===== src/rtl/rr_disp_pkg.sv =====
// rr_disp_pkg
//   Shared definitions for the round-robin FIFO dispatcher.
//   Contents:
//     DEF_DATA_W / DEF_DEPTH  default word width and per-channel FIFO depth
//     NUM_CH                  number of downstream channels (fixed at 4)
//     ch_idx_t                2-bit channel index
//     next_ch()               mod-4 increment of a channel index
package rr_disp_pkg;

    localparam int DEF_DATA_W = 8;
    localparam int DEF_DEPTH  = 8;
    localparam int NUM_CH     = 4;

    typedef logic [1:0] ch_idx_t;

    // Channel index after c; 3 wraps to 0 through the natural 2-bit overflow.
    function automatic ch_idx_t next_ch(input ch_idx_t c);
        return c + 2'd1;
    endfunction

endpackage


===== src/rtl/dispatch_fifo.sv =====
// dispatch_fifo
//   Single-channel synchronous FIFO with a registered, one-cycle-latency read port.
//   Reset is synchronous and active-low.
//   Ports:
//     clk, rst_n  clock and synchronous active-low reset
//     wen         write request (ignored while full)
//     ren         read request
//     din         write data
//     dout        word popped last cycle, 0 otherwise (registered)
//     out_valid   dout holds a word popped last cycle (registered)
//     error       last-cycle read hit an empty FIFO (registered)
//     full        count == DEPTH (from registered count)
//     empty       count == 0 (from registered count)
module dispatch_fifo #(
    parameter int DATA_W = 8,
    parameter int DEPTH  = 8
) (
    input  logic              clk,
    input  logic              rst_n,
    input  logic              wen,
    input  logic              ren,
    input  logic [DATA_W-1:0] din,
    output logic [DATA_W-1:0] dout,
    output logic              out_valid,
    output logic              error,
    output logic              full,
    output logic              empty
);

    localparam int PTR_W = $clog2(DEPTH);
    localparam int CNT_W = $clog2(DEPTH + 1);

    logic [DATA_W-1:0] mem_r [DEPTH];
    logic [PTR_W-1:0]  wr_ptr_r;
    logic [PTR_W-1:0]  rd_ptr_r;
    logic [CNT_W-1:0]  count_r;
    logic              do_wr_s;
    logic              do_rd_s;

    // Status and qualified strobes come from the registered count only, so a
    // same-cycle read never frees room for a write and a same-cycle write is
    // never bypassed to a read.
    assign full    = (count_r == CNT_W'(DEPTH));
    assign empty   = (count_r == {CNT_W{1'b0}});
    assign do_wr_s = wen && !full;
    assign do_rd_s = ren && !empty;

    // Storage array; not reset because entries are only observed while counted.
    always_ff @(posedge clk) begin
        if (rst_n && do_wr_s) begin
            mem_r[wr_ptr_r] <= din;
        end
    end

    // Pointers and occupancy count; pointers wrap at DEPTH (a power of two).
    always_ff @(posedge clk) begin
        if (!rst_n) begin
            wr_ptr_r <= {PTR_W{1'b0}};
            rd_ptr_r <= {PTR_W{1'b0}};
            count_r  <= {CNT_W{1'b0}};
        end else begin
            if (do_wr_s) begin
                wr_ptr_r <= wr_ptr_r + PTR_W'(1);
            end
            if (do_rd_s) begin
                rd_ptr_r <= rd_ptr_r + PTR_W'(1);
            end
            case ({do_wr_s, do_rd_s})
                2'b10:   count_r <= count_r + CNT_W'(1);
                2'b01:   count_r <= count_r - CNT_W'(1);
                default: count_r <= count_r;
            endcase
        end
    end

    // Registered read port: data/valid/error are single-cycle pulses.
    always_ff @(posedge clk) begin
        if (!rst_n) begin
            dout      <= {DATA_W{1'b0}};
            out_valid <= 1'b0;
            error     <= 1'b0;
        end else if (do_rd_s) begin
            dout      <= mem_r[rd_ptr_r];
            out_valid <= 1'b1;
            error     <= 1'b0;
        end else if (ren) begin
            dout      <= {DATA_W{1'b0}};
            out_valid <= 1'b0;
            error     <= 1'b1;
        end else begin
            dout      <= {DATA_W{1'b0}};
            out_valid <= 1'b0;
            error     <= 1'b0;
        end
    end

endmodule


===== src/rtl/round_robin_fifo_dispatcher.sv =====
// round_robin_fifo_dispatcher
//   Splits one producer stream across four per-channel FIFOs in round-robin
//   order (0,1,2,3,0,...). Each channel is drained by its own read enable.
//   Reset is synchronous and active-low.
//   Configuration macro RR_DISP_SKIP_FULL_EN:
//     undefined - strict round-robin; a full target channel stalls the producer
//     defined   - work-conserving; the first non-full channel from sel onward
//                 takes the word and sel moves past it
//   Ports:
//     clk, rst_n  clock and synchronous active-low reset
//     in_valid    producer presents in_data
//     in_data     producer word
//     in_ready    combinational accept indication
//     ren         per-channel read request (bit i = channel i)
//     dout        channel i word at [i*DATA_W +: DATA_W], registered
//     out_valid   bit i: lane i holds a word popped last cycle
//     error       bit i: last-cycle ren[i] hit an empty FIFO
//     sel         current target channel pointer
module round_robin_fifo_dispatcher
    import rr_disp_pkg::*;
#(
    parameter int DATA_W = DEF_DATA_W,
    parameter int DEPTH  = DEF_DEPTH
) (
    input  logic                     clk,
    input  logic                     rst_n,
    input  logic                     in_valid,
    input  logic [DATA_W-1:0]        in_data,
    output logic                     in_ready,
    input  logic [NUM_CH-1:0]        ren,
    output logic [NUM_CH*DATA_W-1:0] dout,
    output logic [NUM_CH-1:0]        out_valid,
    output logic [NUM_CH-1:0]        error,
    output logic [1:0]               sel
);

    ch_idx_t           sel_r;
    ch_idx_t           target_s;
    logic              accept_s;
    logic [NUM_CH-1:0] full_s;
    logic [NUM_CH-1:0] empty_s;
    logic [NUM_CH-1:0] wen_s;

`ifdef RR_DISP_SKIP_FULL_EN
    ch_idx_t cand_s;
    logic    found_s;

    // Work-conserving target: first non-full channel scanning sel, sel+1, ...
    always_comb begin
        target_s = sel_r;
        found_s  = 1'b0;
        cand_s   = sel_r;
        for (int k = 0; k < NUM_CH; k++) begin
            cand_s = sel_r + ch_idx_t'(k);
            if (!found_s && !full_s[cand_s]) begin
                target_s = cand_s;
                found_s  = 1'b1;
            end else begin
                found_s  = found_s;
            end
        end
        in_ready = found_s;
    end
`else
    // Strict round-robin target: always sel; a full target back-pressures.
    always_comb begin
        target_s = sel_r;
        in_ready = !full_s[sel_r];
    end
`endif

    assign accept_s = in_valid && in_ready;
    assign sel      = sel_r;

    // Target pointer: advances past the channel that took the word.
    always_ff @(posedge clk) begin
        if (!rst_n) begin
            sel_r <= 2'd0;
        end else if (accept_s) begin
            sel_r <= next_ch(target_s);
        end else begin
            sel_r <= sel_r;
        end
    end

    for (genvar i = 0; i < NUM_CH; i++) begin : g_ch
        assign wen_s[i] = accept_s && (target_s == ch_idx_t'(i));

        dispatch_fifo #(
            .DATA_W (DATA_W),
            .DEPTH  (DEPTH)
        ) u_fifo (
            .clk       (clk),
            .rst_n     (rst_n),
            .wen       (wen_s[i]),
            .ren       (ren[i]),
            .din       (in_data),
            .dout      (dout[i*DATA_W +: DATA_W]),
            .out_valid (out_valid[i]),
            .error     (error[i]),
            .full      (full_s[i]),
            .empty     (empty_s[i])
        );
    end

endmodule

===== config.mk =====
export PLATFORM = sky130hd
export DESIGN_NAME = round_robin_fifo_dispatcher
export DESIGN_NICKNAME = d
export VERILOG_FILES = /design/src/rtl/rr_disp_pkg.sv /design/src/rtl/dispatch_fifo.sv /design/src/rtl/round_robin_fifo_dispatcher.sv
export SDC_FILE = /design/constraint.sdc
export NUM_CORES = 1
export LEC_CHECK = 0
export CAP_MARGIN = 5
export CELL_PAD_IN_SITES_DETAIL_PLACEMENT = 1
export CELL_PAD_IN_SITES_GLOBAL_PLACEMENT = 1
export CORE_AREA = 2 2 201 164
export CTS_CLUSTER_SIZE = 20
export DETAILED_ROUTE_END_ITERATION = 10
export DIE_AREA = 0 0 203 166
export PLACE_DENSITY_LB_ADDON = 0.05
export SYNTH_ARGS = -nofsm -noshare
export SYNTH_HDL_FRONTEND = slang
export SYNTH_SLANG_ARGS = --single-unit

===== constraint.sdc =====
create_clock -name clk -period 4.1 [get_ports clk]
set_input_delay 0.82 -clock clk [delete_from_list [all_inputs] [get_ports clk]]
set_output_delay 0.82 -clock clk [all_outputs]
set_load 0.005 [all_outputs]

==> results.md, run 1 <==
- Status: complete, no violations
- Count of flip-flops with a built-in enable after synthesis: 256
- Starting Density: 41.39%
- DP HPWL: 17830 um
- Routed wire length: 28620 um
- CTS tree: built
- Vias/cell: 5.118
- #FFs+latches synth: 338
- Final hold slack: 0.4912 ns
- CTS max path bufs: 3
- Total Power: 8749 uW
- Synthesized area: 13170 um2
- Placed insts: 1283
- Setup Buffers After CTS: 0
- TNS Setup: 0 ns
- Initial DRC count: 350
- Critical Path RT: 4.54 ns
- Pwr per Cell Area: 555.4 nW/um2
- Final WS setup: 0.7877 ns
- Fillers: 3025
- Max capacitance violation total: 0
- Vias: 6914
- Register area share after synthesis: 70.85%
- Initial antenna violation count: 0
- Top cell type's share of synthesized area: 58.38%
- GRT Resource Usage Total: 17.61%
- Post_cts resized: 0
- Residual DRC: 0
- Post-synthesis async set-or-reset flop share: 0%
- Relative slew slack: 26.32%
- FF+latch area: 9329 um2
- Row count: 59
- Cell with the most instances after synthesis: edfxtp_1
- I/O pins: 58
- CP arrival: 3.75 ns
- Hold Crit Class: flop to flop
- Clock slew at reported path FFs: 0.06 ns
- Wire length per cell: 21.19 um
- N_diodes: 0
- Post-Syn Area per Cell: 16.60 um2
- Fin. max-slew vios: 0
- Largest net degree at the start of global routing: 33
- P_leak: 0.005239 uW
- Achievable Freq: 301.9 MHz
- Multi-input gate area: 3552 um2
- Syn nets: 830
- Final Skew: 0.01028 ns
- Cts bufs inserted: 37
- Port bufs: 57
- Final hold viol count: 0
- Share of cells above drive strength 1: 20.02%
- Fin crit share: 80.79%
- Final min period: 3.312 ns
- Main flop type after synthesis: edfxtp_1
- Final setup viols: 0
- Die Y-Extent: 166 um
- Core area: 31820 um2
- Post-CTS Hold Buffers: 0
- Least-Margin Pin Slew: 1.104 ns
- List of most frequent post-synthesis cells: edfxtp_1 (256), nor2_1 (95), dfxtp_1 (82)
- Die area: 33700 um2
- H-tree depth: 2
- CP Class: flop to flop
- Routability congestion estimate: 0.7405
- Top cell type by total area after synthesis: edfxtp_1
- Final Non-Filler Cells: 1351
- Unrepaired setup endpoints after global routing: no
- R2r startpoint: g_ch[1].u_fifo.count_r[0]
- Horiz. Die Dim: 203 um
- Count of cell types in the netlist: 48
- Gate Count Post-Synth: 793
- CP Launch Type: flop
- Hold path start: g_ch[2].u_fifo.count_r[3]
- Vias in the first global route: 7709
- Synth warn: 0
- Global-route wire length before repair: 45020 um
- Grt total ovfl: 0
- VDD IR-drop max: 0.0002606 V
- Final #Nets: 932
- Synth-to-layout area growth: 19.62%
- Final ANT Viol Nets: 0
- CP Max Fanout: 6
- Crit end category: flop
- Worst setup path start: g_ch[1].u_fifo.count_r[0]
- Synth top area cells: edfxtp_1 (58%), dfxtp_1 (12%), mux4_2 (11%), mux2i_1 (3.3%), nor2_1 (2.7%)
- Clock root buffer: clkbuf_16
- Worst-skew pair later-pin latency: 0.51 ns
- Clk sinks: 338
- DP Worst Slack: 0.3525 ns
- Drt first pass iters: 4
-- state kept, by name (all words and copies together) (netlist names) --
register	count
g_ch.u_fifo.error	4
g_ch.u_fifo.mem_r	256
g_ch.u_fifo.rd_ptr_r	12
sel	2
g_ch.u_fifo.out_valid	4
g_ch.u_fifo.wr_ptr_r	12
g_ch.u_fifo.dout	32
g_ch.u_fifo.count_r	16
-- cells in the final DEF, fill, tap and decap left out, types with 2 or more instances in the layout --
master           instances
nor3_1                  11
nor2_1                  95
mux2_2                   3
clkdlybuf4s50_1         57
or3b_2                   2
nand3_1                 11
clkinv_4                 2
mux4_2                  64
nand2_1                 35
mux2i_1                 43
a21o_1                   5
dfxtp_1                 82
clkinv_2                 8
inv_2                    6
and3_1                   7
clkbuf_16               39
a21oi_1                 13
nand3b_1                 2
a2111oi_0                2
buf_4                   48
inv_6                    2
o21ai_0                  3
nand2b_1                10
xnor2_1                 16
or3_1                    7
inv_1                   16
ha_1                    21
o31ai_1                  2
bufinv_16                7
clkbuf_8                 2
clkinv_1                 7
nor4b_1                  4
clkbuf_1                 2
xor2_1                  11
or4_1                    2
edfxtp_1               256
o21ai_1                  5
-- worst max-delay path, stage by stage, from the launching register on --
cell	delay [ns]
dfxtp_1	0.37
nor4b_1	0.80
a21o_1	0.26
nor3_1	0.09
and3_1	0.29
inv_2	0.07
ha_1	0.18
ha_1	0.24
a21o_1	0.18
a21oi_1	0.17
xnor2_1	0.10
or3_1	0.32
a21oi_1	0.17
-- power breakdown --
part	total, uW	switching (uW)	leakage (uW)	internal (uW)
registers	4010	199	0.00297	3810
logic	1190	566	0.00162	624
clock network	3540	1330	0.000652	2210
-- routing by layer --
| metal | vias up | routed length, um | track usage, % |
|---|---|---|---|
| met5 | - | 0 | 0 |
| met1 | 3549 | 13540 | 25.24 |
| met3 | 46 | 1115 | 2.630 |
| met2 | 105 | 13230 | 28.08 |
| li1 | 3214 | - | - |
| met4 | 0 | 736 | 5.141 |
-- cell families after synthesis --
group / after synthesis / share of synthesized area [%]
flip-flops: 338 / 70.85
buffers and inverters: 65 / 2.176
multiplexers: 110 / 14.47
XOR/XNOR: 27 / 1.796
adder cells (fa/ha/maj): 22 / 2.147
AND/OR/NAND/NOR: 193 / 6.708
AO/OA/AOI/OAI: 38 / 1.853
-- area by class of cell --
class | count | share of cell area [%]
Tap cell | 427 | 3.392
Inverter | 23 | 0.5799
Multi-Input combinational cell | 390 | 22.55
Clock buffer | 43 | 6.418
Timing Repair Buffer | 105 | 5.910
Sequential cell | 338 | 59.23
Clock inverter | 25 | 1.922
-- path summary, 6_finish.rpt --
kind	endpoint	slack [ns]	cells after the start
hold reg to reg	g_ch[2].u_fifo.count_r[3]	0.49	2
setup / recovery	g_ch[1].u_fifo.count_r[3]	0.79	12
setup reg to reg	g_ch[1].u_fifo.count_r[3]	0.79	12
hold / removal	g_ch[2].u_fifo.count_r[3]	0.49	2
-- stage by stage --
step | util [%] | instance area (um2)
6_report | 49.51 | 15750
4_1_cts | 49.51 | 15750
5_1_grt | 49.51 | 15750
3_5_place_dp | 45.38 | 14440
3_3_place_gp | 45.38 | 14440
2_1_floorplan | - | 13170
(Power assumes the default switching activity.)
==> run 2, diff against run 1 <==
==> constraint.sdc (replaced) <==
create_clock -name clk -period 3.15 [get_ports clk]
set_input_delay 0.63 -clock clk [delete_from_list [all_inputs] [get_ports clk]]
set_output_delay 0.63 -clock clk [all_outputs]
set_load 0.005 [all_outputs]
==> results.md, run 2 (same netlist as run 1, synthesis figures left out) <==
- TNS Setup: 0 ns (unchanged)
- Initial DRC count: 329 (-6.0%)
- Crit path buf inv count: 2 (+1)
- Placed insts: 1296 (+1.0%)
- Internal Power: 8214 uW (+24%)
- Drt first pass iters: 4 (unchanged)
- Clk sinks: 338 (unchanged)
- Hold path depth: 2 (unchanged)
- Routability congestion estimate: 0.7423 (+0.24%)
- Clock power share: 37.2% (-3.3 points)
- Die Y-Extent: 166 um (unchanged)
- Final #Nets: 944 (+1.3%)
- Crit-path leading delay family: buffers and inverters
- Grt total ovfl: 0 (unchanged)
- Min-Delay Endpoint: g_ch[2].u_fifo.count_r[3]
- Uppermost layer routed: met4
- CP Max Fanout: 6 (unchanged)
- Pwr per Cell Area: 696.3 nW/um2 (+25%)
- Die area: 33700 um2 (unchanged)
- Worst R2R End: g_ch[0].u_fifo.count_r[2]
- Synth-to-layout area growth: 19.24%
- Largest registers: g_ch.u_fifo.mem_r: 256 flops, g_ch.u_fifo.dout: 32 flops, g_ch.u_fifo.count_r: 16 flops
- Cts bufs inserted: 36 (-2.7%)
- Final setup viols: 0 (unchanged)
- Fillers: 3016 (-0.30%)
- Initial antenna violation count: 0 (unchanged)
- DR WL met2: 13720 um (+3.7%)
- Port bufs: 57 (unchanged)
- Top reg by flops: g_ch.u_fifo.mem_r
- CTS tree: built
- Fin crit share: 95.92%
- Final min period: 3.022 ns
- Leading cell type in the layout, fill and taps excluded: edfxtp_1
- Row count: 59 (unchanged)
- P_leak: 0.005217 uW (-0.42%)
- WL met3: 1160 um (+4.0%)
- Status: complete, no violations
- VDD IR-drop max: 0.0003690 V (+42%)
- Horiz. Die Dim: 203 um (unchanged)
- Vias in the first global route: 7608 (-1.3%)
- Max capacitance violation total: 0 (unchanged)
- Share of cells above drive strength 1: 20.96% (+0.94 points)
- Crit end category: output port
- Combinational share of power: 15.7% (+2.1 points)
- R2r startpoint: g_ch[2].u_fifo.count_r[0]
- Multi-input gate area: 3573 um2 (+0.60%)
- Final Non-Filler Cells: 1362 (+0.81%)
- Post-CTS Hold Buffers: 0 (unchanged)
- Clock root buffer: clkbuf_16
- Final Skew: 0.02323 ns (+0.01295 ns)
- Routed wire length: 28880 um (+0.89%)
- Fin. max-slew vios: 0 (unchanged)
- Final ANT Viol Nets: 0 (unchanged)
- Global-route wire length before repair: 45290 um (+0.61%)
- Seq pwr share: 47.1% (+1.2 points)
- CP max stage cell: clkdlybuf4s50_1
- CP Class: flop to output port
- Clock slew at reported path FFs: 0.06 ns (about the same)
- Core area: 31820 um2 (unchanged)
- Worst reg2reg setup slack: 0.15 ns (-0.64 ns)
- CTS max path bufs: 3 (unchanged)
- H-tree depth: 2 (unchanged)
- Hold path start: g_ch[2].u_fifo.count_r[3]
- I/O pins: 58 (unchanged)
- Sw Share: 24.86% (+0.87 points)
- Starting Density: 41.39% (unchanged)
- Worst-skew pair later-pin latency: 0.53 ns (+0.02 ns)
- Relative slew slack: 34.06% (+7.7 points)
- Crit-path cells: or3_1 -> o22ai_1 -> buf_4 -> a211oi_2 -> clkdlybuf4s50_1
- Hold Crit Class: flop to flop
- CP Launch Type: flop
- DP HPWL: 18450 um (+3.5%)
- GRT Resource Usage Total: 17.81% (+0.20 points)
- Vias: 7023 (+1.6%)
- CP arrival: 2.39 ns (-1.36 ns)
- Max FFs per register: 256 (unchanged)
- Commonest non-fill, non-tap cells in the layout: edfxtp_1 (256), nor2_1 (95), dfxtp_1 (81)
- Reg2reg path depth: 11 (-1)
- Sw power: 2718 uW (+29%)
- Achievable Freq: 330.9 MHz
- N_diodes: 0 (unchanged)
- Largest net degree at the start of global routing: 33 (unchanged)
- Unrepaired setup endpoints after global routing: no
- Worst setup path start: g_ch[3].u_fifo.count_r[0]
- Vias/cell: 5.156 (+0.76%)
- Critical Path RT: 2.52 ns (-2.02 ns)
- Least-Margin Pin Slew: 0.9877 ns (-0.1159 ns)
- Residual DRC: 0 (unchanged)
- Critical Path Max Stage Delay: 0.48 ns (-0.32 ns)
- Final hold viol count: 0 (unchanged)
- Wire length per cell: 21.20 um (about the same)
- FF+latch area: 9330 um2 (about the same)
- Met1 WL: 13560 um (+0.10%)
run 2: area by class of cell:
type / count / area share, %
clock buffers: 50 / 6.335
clock inverters: 16 / 0.8686
inverters: 23 / 0.5817
multi-input cells: 390 / 22.76
flip-flops and latches: 338 / 59.42
well taps: 427 / 3.403
repair buffers: 118 / 6.630
run 2: worst max-delay path by stage:
stage                                      to  slack [ns]  cells past startpoint
floorplan           g_ch[1].u_fifo.count_r[3]        0.13                     13
global placement    g_ch[1].u_fifo.count_r[3]       -0.13                     13
detailed placement  g_ch[1].u_fifo.count_r[3]       -0.29                     13
CTS                                  in_ready        0.03                      5
global route        g_ch[0].u_fifo.count_r[2]       0.006                     11
finish                               in_ready        0.13                      5
run 2: what timing repair did:
action / CTS / global route
buffers inserted: 0 / 0
endpoints found under the setup margin: 0 / 3
gates resized for setup: 0 / 6
run 2: power groups by stage:
| stage | Combinational [uW] | Clock [uW] | Sequential, uW |
|---|---|---|---|
| 2_1_floorplan | 1190 | 0 | 5150 |
| 3_3_place_gp | 1670 | 0 | 5220 |
| 3_5_place_dp | 1740 | 0 | 5240 |
| 4_1_cts | 1750 | 4190 | 5150 |
| 5_1_grt | 1880 | 4370 | 5180 |
| 6_report | 1720 | 4070 | 5150 |
run 2: stage by stage:
step	setup WS (ns)	utilization, %	cell area [um2]	hold WS (ns)	power (uW)
2_1_floorplan	0.1307	-	13170	0.4479	6348
3_3_place_gp	-0.1294	45.72	14550	0.4736	6890
3_5_place_dp	-0.2948	45.72	14550	0.4982	6980
4_1_cts	0.03331	49.28	15680	0.5096	11080
5_1_grt	0.006135	49.35	15700	0.5347	11430
6_report	0.1284	49.35	15700	0.4969	10930
run 2: worst register-to-register path, stage by stage (launching register included):
cell and delay (ns):
dfxtp_1 0.36, or3_4 0.45, or4_4 0.44, and3_2 0.24, clkinv_4 0.07, nand2_1 0.07
xnor2_1 0.13, ha_1 0.19, a21o_1 0.18, and3_1 0.20, or4_1 0.43, a21oi_1 0.17
run 2: layer usage:
layer | GRT usage [%] | vias to the layer above
met5 | 0 | -
met4 | 4.697 | 0
met3 | 3.297 | 36
met2 | 28.45 | 105
met1 | 25.26 | 3658
li1 | - | 3224
